===== src/rtl/impact_access_sequencer_if.sv =====
// Request/response bus between a requester and the impact access sequencer.
// The requester drives the master modport; the sequencer uses the slave modport.
interface impact_access_sequencer_if;
    localparam int unsigned SEL_W  = 2;
    localparam int unsigned DATA_W = 8;

    logic              req_valid;
    logic              req_ready;
    logic              req_write;
    logic [SEL_W-1:0]  req_proj_sel;
    logic [SEL_W-1:0]  req_byte_sel;
    logic              req_byte_mode;
    logic              req_trunc;
    logic [DATA_W-1:0] req_wdata;
    logic              rsp_valid;
    logic              rsp_write;
    logic [DATA_W-1:0] rsp_rdata;

    modport master (
        output req_valid, req_write, req_proj_sel, req_byte_sel,
               req_byte_mode, req_trunc, req_wdata,
        input  req_ready, rsp_valid, rsp_write, rsp_rdata
    );

    modport slave (
        input  req_valid, req_write, req_proj_sel, req_byte_sel,
               req_byte_mode, req_trunc, req_wdata,
        output req_ready, rsp_valid, rsp_write, rsp_rdata
    );
endinterface


===== src/rtl/impact_access_sequencer.sv =====
// Sequences one memory-macro access: precharge, wordline setup, strobe, recover.
// All macro-side strobes are registered together with the state they belong to.
module impact_access_sequencer #(
    parameter int unsigned PRE_CYCLES = 2,
    parameter int unsigned ACC_CYCLES = 3
) (
    input  logic                        clk,
    input  logic                        rst,
    impact_access_sequencer_if.slave    bus,
    output logic                        busy,
    output logic                        PreCharge,
    output logic                        WL_enable,
    output logic                        ReadEnable,
    output logic                        WriteEnable,
    output logic                        Data_In_Enable,
    output logic                        Byte_Mode_Enable,
    output logic                        Trunc_Enable,
    output logic [1:0]                  Proj_Select,
    output logic [1:0]                  Byte_Select,
    output logic [7:0]                  Data_In,
    input  logic [7:0]                  Data_Out
);
    localparam int unsigned CNT_W  = 4;
    localparam int unsigned SEL_W  = 2;
    localparam int unsigned DATA_W = 8;
    localparam logic [CNT_W-1:0] PRE_LOAD = CNT_W'(PRE_CYCLES - 1);
    localparam logic [CNT_W-1:0] ACC_LOAD = CNT_W'(ACC_CYCLES - 1);

    typedef enum logic [2:0] {
        S_IDLE,
        S_PRECHARGE,
        S_WLSETUP,
        S_ACCESS,
        S_RECOVER
    } state_t;

    state_t              r_state;
    logic [CNT_W-1:0]    r_cnt;
    logic                r_write;
    logic [SEL_W-1:0]    r_proj_sel;
    logic [SEL_W-1:0]    r_byte_sel;
    logic                r_byte_mode;
    logic                r_trunc;
    logic [DATA_W-1:0]   r_data_in;
    logic                r_precharge;
    logic                r_wl_enable;
    logic                r_read_en;
    logic                r_write_en;
    logic                r_din_en;
    logic                r_busy;
    logic                r_rsp_valid;
    logic                r_rsp_write;
    logic [DATA_W-1:0]   r_rsp_rdata;

    logic                w_req_ready;
    logic                w_accept;

    // Ready is visible in the same cycle reset is released, so it is derived from state and rst.
    assign w_req_ready = (r_state == S_IDLE) && !rst;
    assign w_accept    = bus.req_valid && w_req_ready;

    always_ff @(posedge clk) begin
        if (rst) begin
            r_state     <= S_IDLE;
            r_cnt       <= '0;
            r_write     <= 1'b0;
            r_proj_sel  <= '0;
            r_byte_sel  <= '0;
            r_byte_mode <= 1'b0;
            r_trunc     <= 1'b0;
            r_data_in   <= '0;
            r_precharge <= 1'b0;
            r_wl_enable <= 1'b0;
            r_read_en   <= 1'b0;
            r_write_en  <= 1'b0;
            r_din_en    <= 1'b0;
            r_busy      <= 1'b0;
            r_rsp_valid <= 1'b0;
            r_rsp_write <= 1'b0;
            r_rsp_rdata <= '0;
        end else begin
            r_rsp_valid <= 1'b0;
            case (r_state)
                S_IDLE: begin
                    if (w_accept) begin
                        r_write     <= bus.req_write;
                        r_proj_sel  <= bus.req_proj_sel;
                        r_byte_sel  <= bus.req_byte_sel;
                        r_byte_mode <= bus.req_byte_mode;
                        r_trunc     <= bus.req_trunc;
                        r_data_in   <= bus.req_wdata;
                        r_cnt       <= PRE_LOAD;
                        r_precharge <= 1'b1;
                        r_busy      <= 1'b1;
                        r_state     <= S_PRECHARGE;
                    end
                end
                S_PRECHARGE: begin
                    if (r_cnt == '0) begin
                        r_precharge <= 1'b0;
                        r_wl_enable <= 1'b1;
                        r_state     <= S_WLSETUP;
                    end else begin
                        r_cnt <= r_cnt - CNT_W'(1);
                    end
                end
                S_WLSETUP: begin
                    r_cnt      <= ACC_LOAD;
                    r_read_en  <= !r_write;
                    r_write_en <= r_write;
                    r_din_en   <= r_write;
                    r_state    <= S_ACCESS;
                end
                S_ACCESS: begin
                    if (r_cnt == '0) begin
                        r_wl_enable <= 1'b0;
                        r_read_en   <= 1'b0;
                        r_write_en  <= 1'b0;
                        r_din_en    <= 1'b0;
                        r_rsp_valid <= 1'b1;
                        r_rsp_write <= r_write;
                        // Read data is sampled at the end of the final strobe cycle.
                        if (!r_write) begin
                            r_rsp_rdata <= Data_Out;
                        end
                        r_state <= S_RECOVER;
                    end else begin
                        r_cnt <= r_cnt - CNT_W'(1);
                    end
                end
                S_RECOVER: begin
                    r_busy  <= 1'b0;
                    r_state <= S_IDLE;
                end
                default: begin
                    r_state <= S_IDLE;
                end
            endcase
        end
    end

    // Simulation guards on parameter range and strobe exclusivity.
    always_ff @(posedge clk) begin
        if (!rst) begin
            assert (PRE_CYCLES >= 1 && PRE_CYCLES <= 15)
                else $error("PRE_CYCLES outside 1..15");
            assert (ACC_CYCLES >= 1 && ACC_CYCLES <= 15)
                else $error("ACC_CYCLES outside 1..15");
            assert (!(r_precharge && r_wl_enable))
                else $error("PreCharge and WL_enable both high");
            assert (!(r_read_en && r_write_en))
                else $error("ReadEnable and WriteEnable both high");
        end
    end

    assign bus.req_ready    = w_req_ready;
    assign bus.rsp_valid    = r_rsp_valid;
    assign bus.rsp_write    = r_rsp_write;
    assign bus.rsp_rdata    = r_rsp_rdata;
    assign busy             = r_busy;
    assign PreCharge        = r_precharge;
    assign WL_enable        = r_wl_enable;
    assign ReadEnable       = r_read_en;
    assign WriteEnable      = r_write_en;
    assign Data_In_Enable   = r_din_en;
    assign Byte_Mode_Enable = r_byte_mode;
    assign Trunc_Enable     = r_trunc;
    assign Proj_Select      = r_proj_sel;
    assign Byte_Select      = r_byte_sel;
    assign Data_In          = r_data_in;
endmodule


===== src/flat_wrapper.sv =====
// flat-port wrapper written by rule: the top's interface ports become plain ports
module impact_access_sequencer_flat 
#(
    parameter int unsigned PRE_CYCLES = 2,
    parameter int unsigned ACC_CYCLES = 3
)
  (clk, rst, busy, PreCharge, WL_enable, ReadEnable, WriteEnable, Data_In_Enable, Byte_Mode_Enable, Trunc_Enable, Proj_Select, Byte_Select, Data_In, Data_Out, bus_req_valid, bus_req_write, bus_req_proj_sel, bus_req_byte_sel, bus_req_byte_mode, bus_req_trunc, bus_req_wdata, bus_req_ready, bus_rsp_valid, bus_rsp_write, bus_rsp_rdata);
  impact_access_sequencer_if bus_i ();
  input  logic clk;
  input  logic rst;
  output logic busy;
  output logic PreCharge;
  output logic WL_enable;
  output logic ReadEnable;
  output logic WriteEnable;
  output logic Data_In_Enable;
  output logic Byte_Mode_Enable;
  output logic Trunc_Enable;
  output logic [1:0] Proj_Select;
  output logic [1:0] Byte_Select;
  output logic [7:0] Data_In;
  input  logic [7:0] Data_Out;
  input wire logic [$bits(bus_i.req_valid)-1:0] bus_req_valid;
  input wire logic [$bits(bus_i.req_write)-1:0] bus_req_write;
  input wire logic [$bits(bus_i.req_proj_sel)-1:0] bus_req_proj_sel;
  input wire logic [$bits(bus_i.req_byte_sel)-1:0] bus_req_byte_sel;
  input wire logic [$bits(bus_i.req_byte_mode)-1:0] bus_req_byte_mode;
  input wire logic [$bits(bus_i.req_trunc)-1:0] bus_req_trunc;
  input wire logic [$bits(bus_i.req_wdata)-1:0] bus_req_wdata;
  output wire logic [$bits(bus_i.req_ready)-1:0] bus_req_ready;
  output wire logic [$bits(bus_i.rsp_valid)-1:0] bus_rsp_valid;
  output wire logic [$bits(bus_i.rsp_write)-1:0] bus_rsp_write;
  output wire logic [$bits(bus_i.rsp_rdata)-1:0] bus_rsp_rdata;
  assign bus_i.req_valid = bus_req_valid;
  assign bus_i.req_write = bus_req_write;
  assign bus_i.req_proj_sel = bus_req_proj_sel;
  assign bus_i.req_byte_sel = bus_req_byte_sel;
  assign bus_i.req_byte_mode = bus_req_byte_mode;
  assign bus_i.req_trunc = bus_req_trunc;
  assign bus_i.req_wdata = bus_req_wdata;
  assign bus_req_ready = bus_i.req_ready;
  assign bus_rsp_valid = bus_i.rsp_valid;
  assign bus_rsp_write = bus_i.rsp_write;
  assign bus_rsp_rdata = bus_i.rsp_rdata;
  impact_access_sequencer #(.PRE_CYCLES(PRE_CYCLES), .ACC_CYCLES(ACC_CYCLES)) u_core (.clk(clk), .rst(rst), .bus(bus_i), .busy(busy), .PreCharge(PreCharge), .WL_enable(WL_enable), .ReadEnable(ReadEnable), .WriteEnable(WriteEnable), .Data_In_Enable(Data_In_Enable), .Byte_Mode_Enable(Byte_Mode_Enable), .Trunc_Enable(Trunc_Enable), .Proj_Select(Proj_Select), .Byte_Select(Byte_Select), .Data_In(Data_In), .Data_Out(Data_Out));
endmodule

===== config.mk =====
export PLATFORM = sky130hd
export DESIGN_NAME = impact_access_sequencer_flat
export DESIGN_NICKNAME = d
export VERILOG_FILES = /design/src/rtl/impact_access_sequencer_if.sv /design/src/rtl/impact_access_sequencer.sv /design/src/flat_wrapper.sv
export SDC_FILE = /design/constraint.sdc
export NUM_CORES = 1
export LEC_CHECK = 0
export CORE_MARGIN = 4
export CORE_UTILIZATION = 46
export DETAILED_ROUTE_END_ITERATION = 8
export PLACE_DENSITY = 0.86
export SLEW_MARGIN = 20
export SYNTH_ARGS = -nofsm -noshare
export SYNTH_HDL_FRONTEND = slang
export SYNTH_SLANG_ARGS = --single-unit
export TNS_END_PERCENT = 30

===== constraint.sdc =====
create_clock -name clk -period 3.95 [get_ports clk]
set_input_delay 0.79 -clock clk [delete_from_list [all_inputs] [get_ports clk]]
set_output_delay 0.79 -clock clk [all_outputs]
set_load 0.005 [all_outputs]

# After elaboration in Yosys (flattened, before gate mapping)
# Cells that the tools add are included.
[totals]
latch_bits = 0
romBits = 0
mem_count = 0
regBits = 37
elab_cells = 65
ramBits = 0
[op_classes]
div = 0
reduce_logical = 22
bitwise = 2
shift = 0
magnitude_cmp = 0
eq_ne = 8
muxes = 16
mul = 0
n_addsub = 1
[op_table]
columns = ["op", "count"]
rows = [
  ["$reduce_and A3 Y1", 5],
  ["$pmux W3 S4", 1],
  ["$pmux W4 S3", 1],
  ["$pmux W1 S2", 5],
  ["$mux W3", 3],
  ["$mux W4", 2],
  ["$reduce_and A2 Y1", 4],
  ["$reduce_bool A2 Y1", 4],
  ["$eq A3 B2 Y1 const B", 2],
  ["$ne A2 B1 Y1 const B", 3],
  ["$logic_not A4 Y1", 1],
  ["$mux W1", 4],
  ["$reduce_or A2 Y1", 2],
  ["$sub A4 B1 Y4 const B", 1],
  ["$eq A3 B1 Y1 const B", 1],
  ["$eq A3 B3 Y1 const B", 1],
  ["$logic_not A3 Y1", 1],
  ["$reduce_bool A3 Y1", 1],
  ["$logic_and A1 B1 Y1", 2],
  ["$logic_not A1 Y1", 2],
  ["$ne A2 B2 Y1 const B", 1],
  ["$not A1 Y1", 2],
]

# Logic depth before layout (Yosys ltp)
# Gate-level depths: netlist (run 1).
[depth]
word_depth = 5
mapped_depth = 6

# Worst setup path after synthesis (run 1)
# OpenSTA, ideal clock, no wires.
[synth_timing]
path_type = "input port to output port"
startpoint = "input port rst"
endpoint = "output port bus_req_ready"
t_arrival_ns = 1.049
required_time_ns = 3.160
n_path_buf = 0
cell_stages = 1
path_slack_ns = 2.111
path_cell_list = "nor4_1"
[synth_via]
elab_chain_len = 2
[synth_rtl]
columns = ["element", "line", "source"]
rows = [
  ["start, declared", "flat_wrapper.sv:10", "input logic rst;"],
  ["$logic_not A1 Y1", "impact_access_sequencer.sv:59", "assign w_req_ready = (r_state == S_IDLE) && !rst;"],
  ["$logic_and A1 B1 Y1", "impact_access_sequencer.sv:59", ""],
  ["end, declared", "flat_wrapper.sv:30", "output wire logic [$bits(bus_i.req_ready)-1:0] bus_req_ready;"],
]
# No other way between the ends.

# Worst setup path after layout (run 1)
# Ends and elaborated chain as after synthesis.

==> results of run 1 <==
## routing by layer
| metal | routed length, microns | track usage, % | share of wire [%] | vias up |
|---|---|---|---|---|
| met4 | 30 | 5.44 | 0.88 | 0 |
| met5 | 0 | 0 | 0 | - |
| li1 | - | - | - | 665 |
| met3 | 234 | 5.98 | 6.9 | 2 |
| met2 | 1690 | 29.5 | 50 | 32 |
| met1 | 1450 | 19.4 | 43 | 585 |
## layout make-up
cell class,instances,area [sq um]
clock buffers,6,41.3
clock inverters,2,10.0
fillers,240,963
inverters,6,22.5
multi-input cells,110,677
flip-flops and latches,37,741
well taps,44,55.1
repair buffers,57,568
## worst register-to-register path: stages, from the launching register on
cell and delay (ps):
dfxtp_1 470, nor4_1 400, and2_1 740, nor2_1 80, a211oi_1 230
## registers in the layout, indices dropped and copies added (netlist names), 2 cells and up
name,count
u_core.Proj_Select,2
u_core.r_state,3
u_core.Byte_Select,2
u_core.r_cnt,4
u_core.bus.rsp_rdata,8
u_core.Data_In,8
## cells in the final DEF, fill, tap and decap left out
cell type        netlist  final
clkdlybuf4s50_1        0     56
dfxtp_1               37     37
nand2_1               18     18
o21ai_0               17     17
nor2_1                16     16
nand2b_1              16     16
mux2i_1               10     10
inv_1                  6      6
nor3_1                 6      6
clkbuf_4               0      5
a211oi_1               4      4
a21oi_1                3      3
nor4_1                 2      2
a31oi_1                2      2
o31ai_1                2      2
clkinv_2               0      2
nand4bb_4              1      1
nor4_4                 1      1
and4bb_2               1      1
and2_1                 1      1
xnor2_1                1      1
nor2b_1                1      1
a2111oi_0              1      1
nand3_1                1      1
or2b_1                 1      1
a21o_1                 1      1
nand4_1                1      1
o2bb2ai_1              1      1
a32o_1                 1      1
ha_1                   1      1
clkbuf_1               5      1
buf_4                  2      1
## how the worst min path moves through the flow
stage	startpoint	end	slack (ps)
CTS	u_core.Byte_Select[0]$_SDFFE_PP0P_	u_core.Byte_Select[0]$_SDFFE_PP0P_	490
global route	u_core.Data_In[3]$_SDFFE_PP0P_	u_core.Data_In[3]$_SDFFE_PP0P_	520
floorplan	u_core.ReadEnable$_SDFFE_PP0P_	u_core.ReadEnable$_SDFFE_PP0P_	460
detailed placement	u_core.Byte_Select[0]$_SDFFE_PP0P_	u_core.Byte_Select[0]$_SDFFE_PP0P_	470
finish	u_core.Data_In[7]$_SDFFE_PP0P_	u_core.Data_In[7]$_SDFFE_PP0P_	480
global placement	u_core.ReadEnable$_SDFFE_PP0P_	u_core.ReadEnable$_SDFFE_PP0P_	450
## cell families (layout without fill, tap and decap cells)
kind of cell	Yosys count	after routing	share of synthesized area, %
DFF	37	37	49.4
adders and majority gates	1	1	0.834
and+or+nand+nor	66	66	24.2
muxes	10	10	6.67
xor gates and xnor gates	1	1	0.584
AOI/OAI and AO/OA	32	32	12.8
buffers and inverters	17	71	5.50
## report_power, final
group / switching [mW] / leakage (nW) / internal [mW] / total [mW]
registers: 0.0696 / 0.302 / 0.448 / 0.518
logic: 0.190 / 0.404 / 0.219 / 0.408
clock network: 0.117 / 0.0320 / 0.0679 / 0.185
## metrics by stage
stage	instance area, sq um	worst slack (ps)	utilization (%)	power, mW
floorplan	1500	2110	-	0.762
global placement	2060	1100	67.0	0.909
detailed placement	2060	1110	67.0	0.932
CTS	2110	1090	68.7	1.12
global route	2110	1010	68.7	1.19
finish	2110	1110	68.7	1.11
==> summary.txt, run 1 <==
Worst setup path
  • CP cell instances: clkdlybuf4s50_1 -> nor4_1 -> clkdlybuf4s50_1
  • Nature of the critical path startpoint: input pin
  • Highest-delay cell along the critical path: clkdlybuf4s50_1
  • CP Launch Point: rst
  • R2r endpoint: u_core.PreCharge$_SDFFE_PP0P_
  • Crit path largest cell delay: 590 ps
  • R2R cell count: 4
  • WP depth: 3
  • CP Class: in -> out
  • Worst r2r src: u_core.r_state[2]$_SDFFE_PP0P_
  • R2R setup slack: 1950 ps
  • Most used cell, CP: clkdlybuf4s50_1
  • Critical path buffers and inverters: 2
  • CP delay by family, top: buffers and inverters
  • WP data required: 3160 ps
  • CP endpoint kind: primary output
  • CP arrival: 2050 ps
  • Critical path peak fanout: 2
  • Setup crit end: bus_req_ready

Place
  • RePlAce Congestion: 0.741
  • Placed Cells: 254
  • DP HPWL: 2500 microns
  • # port buffers: 56

Timing
  • Final period utilization: 72.0%
  • Final Critical Period: 2840 ps
  • Final setup viols: 0
  • Fin. max-slew vios: 0
  • Slew HR: 43.2%
  • Maximum clock rate: 352 MHz
  • Hold slack final: 481 ps
  • Final hold viol count: 0
  • Worst slew pin tran: 852 ps
  • Clock skew: 5.85 ps
  • Setup TNS: 0 ps
  • RSZ-0062 raised after global routing: false

Synth
  • Synth warn: 0
  • Syn avg cell area: 9.15 sq um
  • Post-synth top area share: 49.4%
  • Post-synth EDFFs: 0
  • Most frequent cell after synthesis: dfxtp_1
  • Dominant cells by area after synthesis: dfxtp_1, mux2i_1, nand2b_1
  • Ys flop type: dfxtp_1
  • Async SR Flop Fraction: 0%
  • Post-synthesis register bit count: 37
  • Yosys top cell by area: dfxtp_1
  • Cell area after synthesis: 0.00150 sq mm
  • Net Count, Synth: 191
  • Synth Instances: 164
  • Sequential-to-total area share from yosys stat: 49.4%
  • Synth cell types: 32
  • Commonest cells in the netlist: dfxtp_1, nand2_1, o21ai_0

Drt
  • First DRT Iteration DRCs: 62
  • Routed WL: 3410 microns
  • DRC violations left: 0
  • Antenna Violating Nets Remaining: 0
  • Via-per-instance ratio: 4.90
  • 1st-pass router iterations: 4
  • Vias: 1,284
  • Post-DR wirelength/cell: 13.0 microns

Clock network
  • Post_cts resized: 0
  • Clock sink count: 37
  • CTS tree: built
  • Root Driver: clkbuf_4
  • CTS clock-pin slew for the worst setup and hold paths: 100 ps
  • Post-CTS Setup Bufs: 0
  • Clock Latency Late Sink: 320 ps
  • CTS Buffer Depth: 2
  • Max H-tree Level: 2
  • CTS Hold Bufs: 0
  • Inserted Clock Buffers: 5

Floorplan
  • Initial Util: 48.7%
  • Ports: 57
  • Core area: 0.00308 sq mm
  • Chip width: 65.1 microns
  • Cell Rows: 20
  • Die height: 65.1 microns
  • Total die area: 0.00424 sq mm

Hold path
  • Hold path cells: 2
  • Hold WC Path Type: reg -> reg

Layout
  • Ant. Diodes: 0
  • Ratio of cells with drive above 1 in the final layout: 5.05%
  • Area grow syn2layout: 41.0%
  • Final nets: 244
  • Finished Layout Cells: 262

Job
  • Maxcap violations: 0

Status
  • Outcome: complete, no violations

Power
  • Leak: 0.738 nW
  • VDD IR max: 0.324 mV
  • Power density cells: 525 mW/mm^2

GRT
  • Vias in the first global route: 1,277
  • Largest net degree at the start of global routing: 40
  • Antenna violations before repair: 0
  • Total grt overflow: 0
  • Gr usage total: 17.0%
  • First-pass GRT wire length: 5640 microns
No activity file was read; power rests on OpenSTA's default activity.
==> run 2, diff against run 1 <==
CORE_UTILIZATION = 39   (was 46)
PLACE_DENSITY = 0.78   (was 0.86)
clock period = 2.5 ns   (was 3.95 ns; I/O delays follow)
==> run 2 against run 1 <==
Net effect:
- final cell count increased by 2.7%
- count of clock-buffer cells in the layout unchanged
- highest routed layer unchanged
- largest cell class unchanged
- global-route usage is 2.5 points lower
- critical path type unchanged
- via count fell by 0.39%
- non-clock buffer count is 3 higher
==> summary.txt, run 2 (synthesis results as in run 1) <==
Timing
  • Maximum clock rate: 442 MHz
  • Setup TNS: 0 ps
  • Worst slew pin tran: 457 ps
  • Final setup viols: 0
  • Fin. max-slew vios: 0
  • Slew HR: 69.4%
  • Final period utilization: 90.4%
  • Final hold viol count: 0
  • RSZ-0062 raised after global routing: false
  • Clock skew: 10.3 ps
  • Final Critical Period: 2260 ps

Drt
  • 1st-pass router iterations: 4
  • First DRT Iteration DRCs: 68
  • Routed WL: 3400 microns
  • Post-DR wirelength/cell: 12.6 microns
  • Via-per-instance ratio: 4.75
  • Vias: 1,279
  • DRC violations left: 0
  • Antenna Violating Nets Remaining: 0

Worst setup path
  • WP data required: 2000 ps
  • CP arrival: 1760 ps
  • CP endpoint kind: primary output
  • Critical path peak fanout: 2
  • CP Class: in -> out
  • R2R setup slack: 810 ps
  • Nature of the critical path startpoint: input pin

Place
  • # port buffers: 56
  • RePlAce Congestion: 0.792
  • DP HPWL: 2420 microns

Clock network
  • Post-CTS Setup Bufs: 0
  • CTS tree: built
  • Post_cts resized: 0
  • CTS Buffer Depth: 2
  • CTS Hold Bufs: 0
  • Clock Latency Late Sink: 290 ps
  • Clock sink count: 37
  • CTS clock-pin slew for the worst setup and hold paths: 70 ps
  • Max H-tree Level: 2
  • Root Driver: clkbuf_8
  • Inserted Clock Buffers: 5

GRT
  • Total grt overflow: 0
  • Gr usage total: 14.5%
  • Met3 Track Usage GR: 5.18%
  • Antenna violations before repair: 0
  • Vias in the first global route: 1,243
  • GR peak layer: met2
  • First-pass GRT wire length: 5690 microns
  • Largest net degree at the start of global routing: 40
  • Grt met1 use: 18.0%
  • GR Util met2: 21.0%

Power
  • Leak: 0.781 nW
  • VDD IR max: 0.392 mV
  • Total power draw: 1.98 mW
  • Pint: 1.37 mW
  • Comb pwr share: 33.2%
  • Sw frac: 31.1%
  • Clk pwr share: 25.7%
  • Power density cells: 896 mW/mm^2
  • Flop pwr share: 41.2%
  • Switch Pwr: 617 uW

Floorplan
  • Cell Rows: 22
  • Initial Util: 40.7%
  • Chip width: 70.0 microns
  • Die height: 70.0 microns
  • Core area: 0.00369 sq mm
  • Total die area: 0.00490 sq mm
  • Ports: 57

Job
  • Maxcap violations: 0

Layout
  • Ratio of cells with drive above 1 in the final layout: 6.33%
  • Area grow syn2layout: 47.6%
  • Final nets: 247
  • Ant. Diodes: 0
  • Most frequent cells in the layout: clkdlybuf4s50_1, dfxtp_1, nand2_1
  • Commonest non-fill, non-tap cell in the layout: clkdlybuf4s50_1

Status
  • Outcome: complete, no violations

Hold path
  • Hold WC Path Type: reg -> reg
[run 2: worst max-delay path, stage by stage]
cell,delay [ps]
clkdlybuf4s50_1,440
nor4_1,240
clkdlybuf4s50_1,580
[run 2: path summary, 6_finish.rpt]
| kind | endpoint | cells after the start | from |
|---|---|---|---|
| max | bus_req_ready | 3 | rst |
| min | u_core.Data_In[1]$_SDFFE_PP0P_ | 2 | u_core.Data_In[1]$_SDFFE_PP0P_ |
| max reg2reg | u_core.r_cnt[2]$_SDFFE_PP0P_ | 5 | u_core.r_cnt[0]$_SDFFE_PP0P_ |
| min reg2reg | u_core.Data_In[1]$_SDFFE_PP0P_ | 2 | u_core.Data_In[1]$_SDFFE_PP0P_ |
[run 2: through the flow]
stage | std cells | hold slack (ps) | utilization (%) | setup slack, ps | area (sq um)
3_5_place_dp | 261 | 460 | 57.0 | 245 | 2100
4_1_cts | 269 | 480 | 60.0 | 235 | 2210
2_1_floorplan | 164 | 456 | - | 911 | 1500
5_1_grt | 269 | 497 | 60.0 | 106 | 2210
6_report | 269 | 475 | 60.0 | 240 | 2210
3_3_place_gp | 261 | 452 | 57.0 | 217 | 2100
[run 2: cell type report]
class                      count  area (sq um)
multi-input combinational    110           677
tap                           48          60.1
sequential                    37           741
timing repair buffer          60           603
clock buffer                   6          72.6
clock inverter                 2          38.8
inverter                       6          22.5
fill                         330          1470
[run 2: per-layer routing]
| metal | vias to the layer above | wire length (microns) |
|---|---|---|
| met4 | 0 | 98 |
| met2 | 37 | 1500 |
| met5 | - | 0 |
| met3 | 9 | 228 |
| li1 | 669 | - |
| met1 | 564 | 1570 |
[run 2: power by group through the flow]
stage	clock, mW	sequential, mW	combinational, mW
floorplan	0	0.789	0.415
global placement	0	0.827	0.650
detailed placement	0	0.829	0.664
CTS	0.519	0.817	0.667
global route	0.545	0.836	0.738
finish	0.509	0.817	0.658
==> run 3, diff against run 2 <==
CTS_CLUSTER_SIZE = 24   (was default)
TNS_END_PERCENT = 100   (was 30)
==> results of run 3 <==
No change in the layout: final DEF, timing and power equal those of run 2.
